**src/rtl/clk_div_prog_if.sv**
```systemverilog
// Control/status bundle for the programmable clock divider.
// The master drives the run request and ratio loads; the slave returns status and outputs.
interface clk_div_prog_if #(
    parameter int unsigned WIDTH = 8
);
    logic             enable;
    logic [WIDTH-1:0] div_val;
    logic             div_load;
    logic             div_busy;
    logic             div_ack;
    logic             div_err;
    logic             clk_out;
    logic             tick;

    modport master (
        output enable, div_val, div_load,
        input  div_busy, div_ack, div_err, clk_out, tick
    );

    modport slave (
        input  enable, div_val, div_load,
        output div_busy, div_ack, div_err, clk_out, tick
    );
endinterface

```
**src/rtl/clk_div_prog.sv**
```systemverilog
// Runtime-programmable integer clock divider (N >= 2) with a 50% duty output and a per-period tick.
// Ratio changes and start/stop are applied only at output-period boundaries.
module clk_div_prog #(
    parameter int unsigned WIDTH       = 8,
    parameter int unsigned DEFAULT_DIV = 3
) (
    input  logic               clk,
    input  logic               rst_n,
    clk_div_prog_if.slave      bus
);
    typedef enum logic {IDLE, RUN} state_t;

    state_t           state_q, state_d;
    logic [WIDTH-1:0] cnt_q, cnt_d;
    logic [WIDTH-1:0] n_q, n_d;
    logic [WIDTH-1:0] pend_q, pend_d;
    logic             busy_q, busy_d;
    logic             ack_q, ack_d;
    logic             err_q, err_d;
    logic             clk_p_q, clk_p_d;
    logic             clk_n_q;

    logic             boundary;
    logic             accept;
    logic             apply;
    logic [WIDTH:0]   n_inc;

    always_comb begin
        boundary = (state_q == RUN) && (cnt_q == n_q - WIDTH'(1));
        accept   = bus.div_load && !busy_q && (bus.div_val >= WIDTH'(2));
        apply    = busy_q && (boundary || (state_q == IDLE));

        state_d = state_q;
        cnt_d   = cnt_q;
        n_d     = n_q;
        pend_d  = pend_q;
        busy_d  = busy_q;
        ack_d   = apply;
        err_d   = bus.div_load && !accept;

        if (apply) begin
            n_d    = pend_q;
            busy_d = 1'b0;
        end
        if (accept) begin
            pend_d = bus.div_val;
            busy_d = 1'b1;
        end

        case (state_q)
            IDLE: begin
                cnt_d = '0;
                if (bus.enable) state_d = RUN;
            end
            RUN: begin
                cnt_d = boundary ? '0 : cnt_q + WIDTH'(1);
                if (boundary && !bus.enable) state_d = IDLE;
            end
            default: begin
                state_d = IDLE;
                cnt_d   = '0;
            end
        endcase

        // High phase is ceil(N/2) counts of the ratio in force for the coming period.
        n_inc   = {1'b0, n_d} + {{WIDTH{1'b0}}, 1'b1};
        clk_p_d = (state_d == RUN) && (cnt_d < n_inc[WIDTH:1]);
    end

    always_ff @(posedge clk or negedge rst_n) begin
        if (!rst_n) begin
            state_q <= IDLE;
            cnt_q   <= '0;
            n_q     <= WIDTH'(DEFAULT_DIV);
            pend_q  <= '0;
            busy_q  <= 1'b0;
            ack_q   <= 1'b0;
            err_q   <= 1'b0;
            clk_p_q <= 1'b0;
        end else begin
            state_q <= state_d;
            cnt_q   <= cnt_d;
            n_q     <= n_d;
            pend_q  <= pend_d;
            busy_q  <= busy_d;
            ack_q   <= ack_d;
            err_q   <= err_d;
            clk_p_q <= clk_p_d;
        end
    end

    // Half-cycle delayed copy; ANDed in for odd ratios to trim the high phase by half a source period.
    always_ff @(negedge clk or negedge rst_n) begin
        if (!rst_n) clk_n_q <= 1'b0;
        else        clk_n_q <= clk_p_q;
    end

    assign bus.div_busy = busy_q;
    assign bus.div_ack  = ack_q;
    assign bus.div_err  = err_q;
    assign bus.tick     = boundary;
    assign bus.clk_out  = n_q[0] ? (clk_p_q & clk_n_q) : clk_p_q;
endmodule

```
**src/flat_wrapper.sv**
```systemverilog
// flat-port wrapper written by rule: the top's interface ports become plain ports
module clk_div_prog_flat 
#(
    parameter int unsigned WIDTH       = 8,
    parameter int unsigned DEFAULT_DIV = 3
)
  (clk, rst_n, bus_enable, bus_div_val, bus_div_load, bus_div_busy, bus_div_ack, bus_div_err, bus_clk_out, bus_tick);
  clk_div_prog_if #(.WIDTH(WIDTH)) bus_i ();
  input  logic clk;
  input  logic rst_n;
  input wire logic [$bits(bus_i.enable)-1:0] bus_enable;
  input wire logic [$bits(bus_i.div_val)-1:0] bus_div_val;
  input wire logic [$bits(bus_i.div_load)-1:0] bus_div_load;
  output wire logic [$bits(bus_i.div_busy)-1:0] bus_div_busy;
  output wire logic [$bits(bus_i.div_ack)-1:0] bus_div_ack;
  output wire logic [$bits(bus_i.div_err)-1:0] bus_div_err;
  output wire logic [$bits(bus_i.clk_out)-1:0] bus_clk_out;
  output wire logic [$bits(bus_i.tick)-1:0] bus_tick;
  assign bus_i.enable = bus_enable;
  assign bus_i.div_val = bus_div_val;
  assign bus_i.div_load = bus_div_load;
  assign bus_div_busy = bus_i.div_busy;
  assign bus_div_ack = bus_i.div_ack;
  assign bus_div_err = bus_i.div_err;
  assign bus_clk_out = bus_i.clk_out;
  assign bus_tick = bus_i.tick;
  clk_div_prog #(.WIDTH(WIDTH), .DEFAULT_DIV(DEFAULT_DIV)) u_core (.clk(clk), .rst_n(rst_n), .bus(bus_i));
endmodule
```
**config.mk**
```make
export PLATFORM = sky130hd
export DESIGN_NAME = clk_div_prog_flat
export DESIGN_NICKNAME = d
export VERILOG_FILES = /design/src/rtl/clk_div_prog_if.sv /design/src/rtl/clk_div_prog.sv /design/src/flat_wrapper.sv
export SDC_FILE = /design/constraint.sdc
export NUM_CORES = 1
export LEC_CHECK = 0
export CAP_MARGIN = 40
export CORE_MARGIN = 2
export CORE_UTILIZATION = 52
export CTS_CLUSTER_SIZE = 30
export DETAILED_ROUTE_END_ITERATION = 16
export DONT_BUFFER_PORTS = 1
export PLACE_DENSITY_LB_ADDON = 0.25
export SYNTH_ARGS = -nofsm -noshare
export SYNTH_HDL_FRONTEND = slang
export SYNTH_SLANG_ARGS = --single-unit
export TNS_END_PERCENT = 30
```
**constraint.sdc**
```tcl
create_clock -name clk -period 13.45 [get_ports clk]
set_clock_uncertainty 0.15 [all_clocks]
set_input_delay 2.69 -clock clk [delete_from_list [all_inputs] [get_ports clk]]
set_output_delay 2.69 -clock clk [all_outputs]
set_load 0.005 [all_outputs]
```
==> flow_summary.ini, run 1 <==
[cells_and_area]
syn_to_final_growth_pct = 3.220
regArea_sq_um = 753.2
drive_gt1_share_pct = 14.95
multi_input_area_sq_um = 1050
antenna_cells = 0
stdcell_count = 240
fill_cells = 307
num-nets-final = 215

[setup_path]
reg2reg_slack_ns = 6.03
cp.required_ns = 10.61
cp.arrival_ns = 7.56
endpoint_kind = output port
path_max_fanout = 1
critPathKind = reg2out
worst_path_max_delay_cell = dfrtn_1
path_cells = o21a_1
cpPeakStageDelay_ns = 0.39
cp-start-kind = flop
critPathTopFamily = flip-flops
path_buf_inv = 0

[placed_design]
dp_hpwl_microns = 2901
place_congestion = 0.8162
port_buffers = 0
post-place-ws_ns = 3.394
dp.cells = 232

[global_routing]
antenna_found_initial = 0
grt_pass1_vias = 1442
grt_max_degree = 31
gr-usage-all-layers_pct = 21.16
gr-total-overflow = 0
grt_pass1_wl_microns = 6624

[sta]
rsz0062_at_grt = no
setup_violations = 0
drv_slew = 0
setup_tns_ns = 0
tightest_slew_ns = 0.8049
finalHoldViolations = 0
relSlewSlack_pct = 46.27
fin_ws_ns = 3.045

[synthesis]
synth_cell_types = 46
synth_top_area_share_pct = 35.48
yosys.area_share.adder_pct = 6.570
synth_top_area_cell = dfrtp_1
synth-xor-area-share_pct = 11.89
ys_seq_elements = 30
synth_area_leaders = dfrtp_1, ha_1, xnor2_1
synth_edf_count = 0
synth_seq_area_share_pct = 39.55
ys.flop_type = dfrtp_1
avgSynthCellArea_sq_um = 9.816
synth_compound_area_share_pct = 10.64
synthCells = 194
synthMuxAreaShare_pct = 8.081
synth-simple-area-share_pct = 17.94
netlist_area_sq_um = 1904
async_reset_ff_share_pct = 100.0
synth_nets = 216
ys_warn_count = 0
synth_top_family_by_area = simple AND/OR/NAND/NOR gates

[cts]
clockBufferDepth = 2
cts_tree = yes
cts_hold_buffers = 0
tritoncts.num_buffers = 5
cts_root_buffer = clkbuf_4
clock_sinks = 30
clk_transition_reported_paths_ns = 0.09
cts_setup_buffers = 0
ctsResizeCount = 0
insertion_delay_ns = 0.33
htree_num_levels = 2

[pwr]
ir_worst_vdd_v = 0.00005429
p_leak_nw = 0.8819
powerDensity_nw_per_um2 = 74.87

[worst_hold_path]
hold_path_class = reg2reg

[route]
routed_wl_microns = 3737
drc = 0
vias_per_cell = 5.679
drt_iter0_drc = 63
first_pass_iters = 4
drt-wirelength-per-cell_microns = 15.57
antenna_left = 0
vias = 1363

[job]
max-cap-violations = 0

[floorplanning]
placeableCoreArea_sq_um = 3416
dieHeight_microns = 64.52
fp.dieW_microns = 64.52
ios = 17
design.die.area_sq_um = 4162
num_rows = 21
initial_utilization_pct = 55.75

[run_status]
status = complete, no violations
[synthesized netlist by cell type, types with 2 or more instances]
cell and count:
nor3_1 6, o21ai_1 4, ha_1 10, dfrtp_1 27, and4b_1 2, nor2_1 20
buf_6 3, mux2_2 7, clkbuf_1 2, a21o_1 2, xnor2_1 13, buf_2 3
xor2_1 11, nand3_1 13, a221oi_1 2, nor2b_1 2, o21ai_0 4, nand2_1 13
and3_1 2, dfstp_2 2, inv_1 10, a21oi_1 5, or2_2 2, mux2_4 5
nor4_1 3
[state kept, by name, indices dropped and copies added, names as in the netlist]
name and flops:
u_core.bus.div_ack 1, u_core.bus.div_busy 1, u_core.bus.div_err 1, u_core.clk_n_q 1
u_core.clk_p_q 1, u_core.cnt_q 8, u_core.n_q 8, u_core.pend_q 8
u_core.state_q 1
[worst paths after layout]
check,from,to,cells after the start
max,u_core.clk_n_q,bus_clk_out,1
min,u_core.pend_q[0],u_core.pend_q[0],1
max reg2reg,u_core.clk_p_q,u_core.clk_n_q,0
min reg2reg,u_core.pend_q[0],u_core.pend_q[0],1
max in group asynchronous,rst_n,u_core.clk_n_q,0
min in group asynchronous,rst_n,u_core.cnt_q[5],0
[metal layers]
metal | GRT usage [%] | vias to the layer above | routed length [microns]
li1 | - | 675 | -
met1 | 25.67 | 648 | 1696
met2 | 35.29 | 30 | 1791
met3 | 6.250 | 10 | 163
met4 | 8.511 | 0 | 85
met5 | 0 | - | 0
[power breakdown]
group | switching (W) | internal, W
logic | 0.000000103 | 0.000000226
registers | 0.0000000672 | 0.0000903
clock network | 0.0000311 | 0.0000253
total | 0.0000313 | 0.000116
[logic make-up after synthesis]
kind of cell / after synthesis
flip-flops: 30
AO/OA/AOI/OAI: 29
AND/OR/NAND/NOR: 69
multiplexers: 12
adder cells (fa/ha/maj): 10
XOR/XNOR: 25
buffers and inverters: 19
[metrics by stage]
step,util [%],total power (W),cell area (sq um),hold slack [ns]
3_3_place_gp,55.79,0.00009251,1906,0.3821
3_5_place_dp,55.79,0.00009251,1906,0.3912
2_1_floorplan,-,0.00009245,1904,0.3549
6_report,57.55,0.0001472,1966,0.4056
5_1_grt,57.55,0.0001543,1966,0.4287
4_1_cts,57.55,0.0001488,1966,0.4118
[placed cells by master (no fill, tap or decap), types with 2 or more instances in the layout]
cell      instances
or2_2             2
mux2_2            7
and3_1            2
o21ai_0           4
ha_1             10
mux2_4            5
and4b_1           2
inv_1            10
xor2_1           11
nand2_1          13
nand3_1          13
clkbuf_4          5
a21o_1            2
a221oi_1          2
nor2b_1           2
dfstp_2           2
nor4_1            3
nor2_1           20
a21oi_1           5
dfrtp_1          27
nor3_1            6
o21ai_1           4
xnor2_1          13
[final cells by class]
| type | instances | share of cell area (%) |
|---|---|---|
| flip-flops and latches | 30 | 38.32 |
| clock inverters | 1 | 0.2546 |
| inverters | 10 | 1.910 |
| clock buffers | 7 | 2.801 |
| repair buffers | 1 | 0.3819 |
| multi-input cells | 145 | 53.41 |
| well taps | 46 | 2.928 |
Power figures use the tool's default switching activity.
==> run 2, diff against run 1 <==
==> constraint.sdc (replaced) <==
create_clock -name clk -period 9.07 [get_ports clk]
set_clock_uncertainty 0.15 [all_clocks]
set_input_delay 1.814 -clock clk [delete_from_list [all_inputs] [get_ports clk]]
set_output_delay 1.814 -clock clk [all_outputs]
set_load 0.005 [all_outputs]
==> run 2 against run 1 <==
  * Non-clock buffer count unchanged
  * Sequential share of layout area unchanged
  * Utilization stayed put
  * Die area unchanged
  * Clock power grew 50%
  * Flip-flop and latch count unchanged
  * Global-route usage hardly changed
  * Critical endpoint unchanged
==> flow_summary.ini, run 2 (synthesis gave the netlist of run 1 again) <==
[placed_design]
dp_hpwl_microns = 2820
port_buffers = 0
place_congestion = 0.7852
post-place-ws_ns = 2.061
dp.cells = 232
place_area_sq_um = 1906

[setup_path]
path_max_fanout = 1
critPathKind = reg2out
path_cells = o21a_1
endpoint_kind = output port
cp-start-kind = flop
cp.required_ns = 7.11
cp.arrival_ns = 5.40
critPathTopFamily = flip-flops
worst_path_max_delay_cell = dfrtn_1
path_buf_inv = 0
cpPeakStageDelay_ns = 0.41

[cells_and_area]
fill_cells = 319
mostFrequentLayoutCells = dfrtp_1, nor2_1, nand3_1, xnor2_1, nand2_1
regArea_sq_um = 753.2
drive_gt1_share_pct = 14.95
num-nets-final = 215
layout_commonest_cell = dfrtp_1
antenna_cells = 0
stdcell_count = 240
multi_input_area_sq_um = 1050
reg.largest.list = u_core.cnt_q x8, u_core.n_q x8, u_core.pend_q x8
syn_to_final_growth_pct = 3.220
fin_area_sq_um = 1966

[pwr]
p_leak_nw = 0.8819
power.total_w = 0.0002190
powerDensity_nw_per_um2 = 111.4
ir_worst_vdd_v = 0.00007219

[sta]
relSlewSlack_pct = 47.24
setup_violations = 0
fin_ws_ns = 1.703
setup_tns_ns = 0
rsz0062_at_grt = no
tightest_slew_ns = 0.7903
drv_slew = 0
finalHoldViolations = 0

[global_routing]
antenna_found_initial = 0
gr-usage-all-layers_pct = 21.20
grt_util_met1_pct = 28.64
grt_pass1_wl_microns = 6803
grtUsageMet2_pct = 33.33
busiest_layer = met2
grt_pass1_vias = 1445
grt.met3_usage_pct = 5.556
gr-total-overflow = 0
grt_max_degree = 31

[route]
drt-wirelength-per-cell_microns = 15.35
drt_iter0_drc = 64
vias = 1359
drc = 0
first_pass_iters = 4
antenna_left = 0
routed_wl_microns = 3683
vias_per_cell = 5.663

[run_status]
status = complete, no violations

[cts]
htree_num_levels = 2
clk_transition_reported_paths_ns = 0.09
insertion_delay_ns = 0.34
cts_setup_buffers = 0
cts_hold_buffers = 0
clock_sinks = 30
clockBufferDepth = 2
cts_root_buffer = clkbuf_4
ctsResizeCount = 0
tritoncts.num_buffers = 5
cts_tree = yes

[floorplanning]
design.die.area_sq_um = 4162
num_rows = 21
fp.dieW_microns = 64.52
initial_utilization_pct = 55.75
dieHeight_microns = 64.52
placeableCoreArea_sq_um = 3416
ios = 17

[worst_hold_path]
hold_path_class = reg2reg

[job]
max-cap-violations = 0
-- run 2: cell counts in the layout (fill, tap and decap cells not counted) --
Identical to the previous run, type by type.
-- run 2: path summary, 6_finish.rpt --
kind / slack [ns] / cells past startpoint / end / start
worst min-delay path: 0.39 / 1 / u_core.pend_q[1] / u_core.pend_q[1]
worst max-delay path: 1.70 / 1 / bus_clk_out / u_core.clk_n_q
worst max register to register: 3.83 / 0 / u_core.clk_n_q / u_core.clk_p_q
max in group asynchronous: 3.21 / 0 / u_core.clk_n_q / rst_n
min in group asynchronous: 1.00 / 0 / u_core.cnt_q[3] / rst_n
worst min register to register: 0.39 / 1 / u_core.pend_q[1] / u_core.pend_q[1]
-- run 2: where the power goes --
part	switching, W	internal (W)	total [W]
clock	0.0000469	0.0000375	0.0000845
sequential	0.0000000975	0.000134	0.000134
combinational	0.000000151	0.000000336	0.000000488
-- run 2: area by class of cell --
cell class / count / share of cell area, %
multi-input cells: 145 / 53.41
flip-flops and latches: 30 / 38.32
well taps: 46 / 2.928
clock buffers: 7 / 2.801
inverters: 10 / 1.910
repair buffers: 1 / 0.3819
clock inverters: 1 / 0.2546
-- run 2: layer usage --
layer  vias up  wire [microns]
met4         0              72
met1       650            1686
li1        673               -
met3         7             203
met2        29            1721
met5         -               0
-- run 2: per-stage QoR --
stage / util (%) / hold slack, ns
5_1_grt: 57.55 / 0.4297
6_report: 57.55 / 0.3933
4_1_cts: 57.55 / 0.3955
3_5_place_dp: 55.79 / 0.3736
2_1_floorplan: - / 0.3549
3_3_place_gp: 55.79 / 0.3761
==> run 3, diff against run 2 <==
==> constraint.sdc (replaced) <==
create_clock -name clk -period 7.5 [get_ports clk]
set_clock_uncertainty 0.15 [all_clocks]
set_input_delay 1.5 -clock clk [delete_from_list [all_inputs] [get_ports clk]]
set_output_delay 1.5 -clock clk [all_outputs]
set_load 0.005 [all_outputs]
==> run 3 against run 2 <==
  * Largest cell class unchanged
  * Via count rose by 1.5%
  * Flip-flop and latch count did not move
  * Non-clock buffer count did not move
  * Count of clock-buffer cells in the layout fell by 1
  * Register-to-register slack got worse by 1.4 ns
==> flow_summary.ini, run 3 (synthesis gave the netlist of run 1 again) <==
[setup_path]
cp.required_ns = 5.85
path_max_fanout = 1
path_cells = o21a_1
cpPeakStageDelay_ns = 0.39
r2r_cells = 20
critPathKind = reg2out
reg2reg_slack_ns = 2.39
regToRegStartpoint = u_core.n_q[0]
critPathTopFamily = flip-flops
r2r_end = u_core.clk_p_q
cp.arrival_ns = 4.58
worst_path_max_delay_cell = dfrtn_1
path_buf_inv = 0
endpoint_kind = output port
cp-start-kind = flop

[cts]
clockBufferDepth = 2
cts_hold_buffers = 0
clk_transition_reported_paths_ns = 0.09
htree_num_levels = 2
clock_sinks = 30
cts_tree = yes
cts_setup_buffers = 0
tritoncts.num_buffers = 5
cts_root_buffer = clkbuf_4
insertion_delay_ns = 0.33
ctsResizeCount = 0

[route]
drt-wirelength-per-cell_microns = 15.47
routed_wl_microns = 3712
drc = 0
vias = 1379
first_pass_iters = 4
drt_iter0_drc = 68
antenna_left = 0
vias_per_cell = 5.746

[placed_design]
place_area_sq_um = 1906
port_buffers = 0
place_congestion = 0.8038
dp_hpwl_microns = 2899

[worst_hold_path]
holdPathStages = 1
hold_path_class = reg2reg
min_from = u_core.pend_q[1]
min_to = u_core.pend_q[1]

[sta]
setup_tns_ns = 0
finalHoldViolations = 0
relSlewSlack_pct = 45.84
whs_ns = 0.3967
setup_violations = 0
rsz0062_at_grt = no
drv_slew = 0
tightest_slew_ns = 0.8113

[cells_and_area]
drive_gt1_share_pct = 15.46
fill_cells = 313
layout_commonest_cell = dfrtp_1
syn_to_final_growth_pct = 3.417
antenna_cells = 0
reg.largest.list = u_core.cnt_q x8, u_core.n_q x8, u_core.pend_q x8
mostFrequentLayoutCells = dfrtp_1, nor2_1, nand3_1, xnor2_1, nand2_1
fin_area_sq_um = 1969
num-nets-final = 215

[global_routing]
antenna_found_initial = 0
grt_max_degree = 31
gr-total-overflow = 0
grt_pass1_wl_microns = 6527
grt_pass1_vias = 1383
gr-usage-all-layers_pct = 20.54

[floorplanning]
fp.dieW_microns = 64.52
ios = 17
dieHeight_microns = 64.52
design.die.area_sq_um = 4162
initial_utilization_pct = 55.75
num_rows = 21
placeableCoreArea_sq_um = 3416

[job]
max-cap-violations = 0

[pwr]
p_leak_nw = 0.8809
ir_worst_vdd_v = 0.0001235
power.total_w = 0.0002647
powerDensity_nw_per_um2 = 134.4

[run_status]
status = complete, no violations
## run 3: changes by cell type in the layout (fill, tap and decap cells not counted)
cell,before,now
clkbuf_1,1,0
clkinvlp_4,0,1
## run 3: power breakdown
group	internal, W	switching, W	total (W)
registers	0.000162	0.000000121	0.000162
logic	0.000000407	0.000000168	0.000000575
clock network	0.0000450	0.0000570	0.000102
total	0.000207	0.0000573	0.000265
## run 3: cell type report
class / count / area (sq um) / share of cell area (%)
tap: 46 / 57.56 / 2.922
timing repair buffer: 1 / 7.507 / 0.3812
clock inverter: 2 / 12.51 / 0.6353
inverter: 10 / 37.54 / 1.906
clock buffer: 6 / 51.30 / 2.605
sequential: 30 / 753.2 / 38.25
multi-input combinational: 145 / 1050 / 53.30
## run 3: per-layer routing
metal | part of all wire (%) | track usage (%) | vias to the layer above
met5 | 0 | 0 | -
met4 | 1.9 | 6.383 | 0
met3 | 4.5 | 6.424 | 10
met2 | 49 | 33.85 | 26
met1 | 45 | 25.85 | 669
li1 | - | - | 674
## run 3: per-stage QoR
step	cells	util [%]	setup WS, ns
after global placement	232	55.79	1.611
after CTS	240	57.66	1.261
final	240	57.66	1.272
after detailed placement	232	55.79	1.616
after floorplan	194	-	1.625
after global routing	240	57.66	1.239
## run 3: how the worst max path moves through the flow
stage               slack (ns)     endpoint  depth (start not counted)      startpoint
CTS                       1.26  bus_clk_out                          1  u_core.clk_n_q
finish                    1.27  bus_clk_out                          1  u_core.clk_n_q
global route              1.24  bus_clk_out                          1  u_core.clk_n_q
floorplan                 1.62  bus_clk_out                          1  u_core.clk_n_q
global placement          1.61  bus_clk_out                          1  u_core.clk_n_q
detailed placement        1.62  bus_clk_out                          1  u_core.clk_n_q
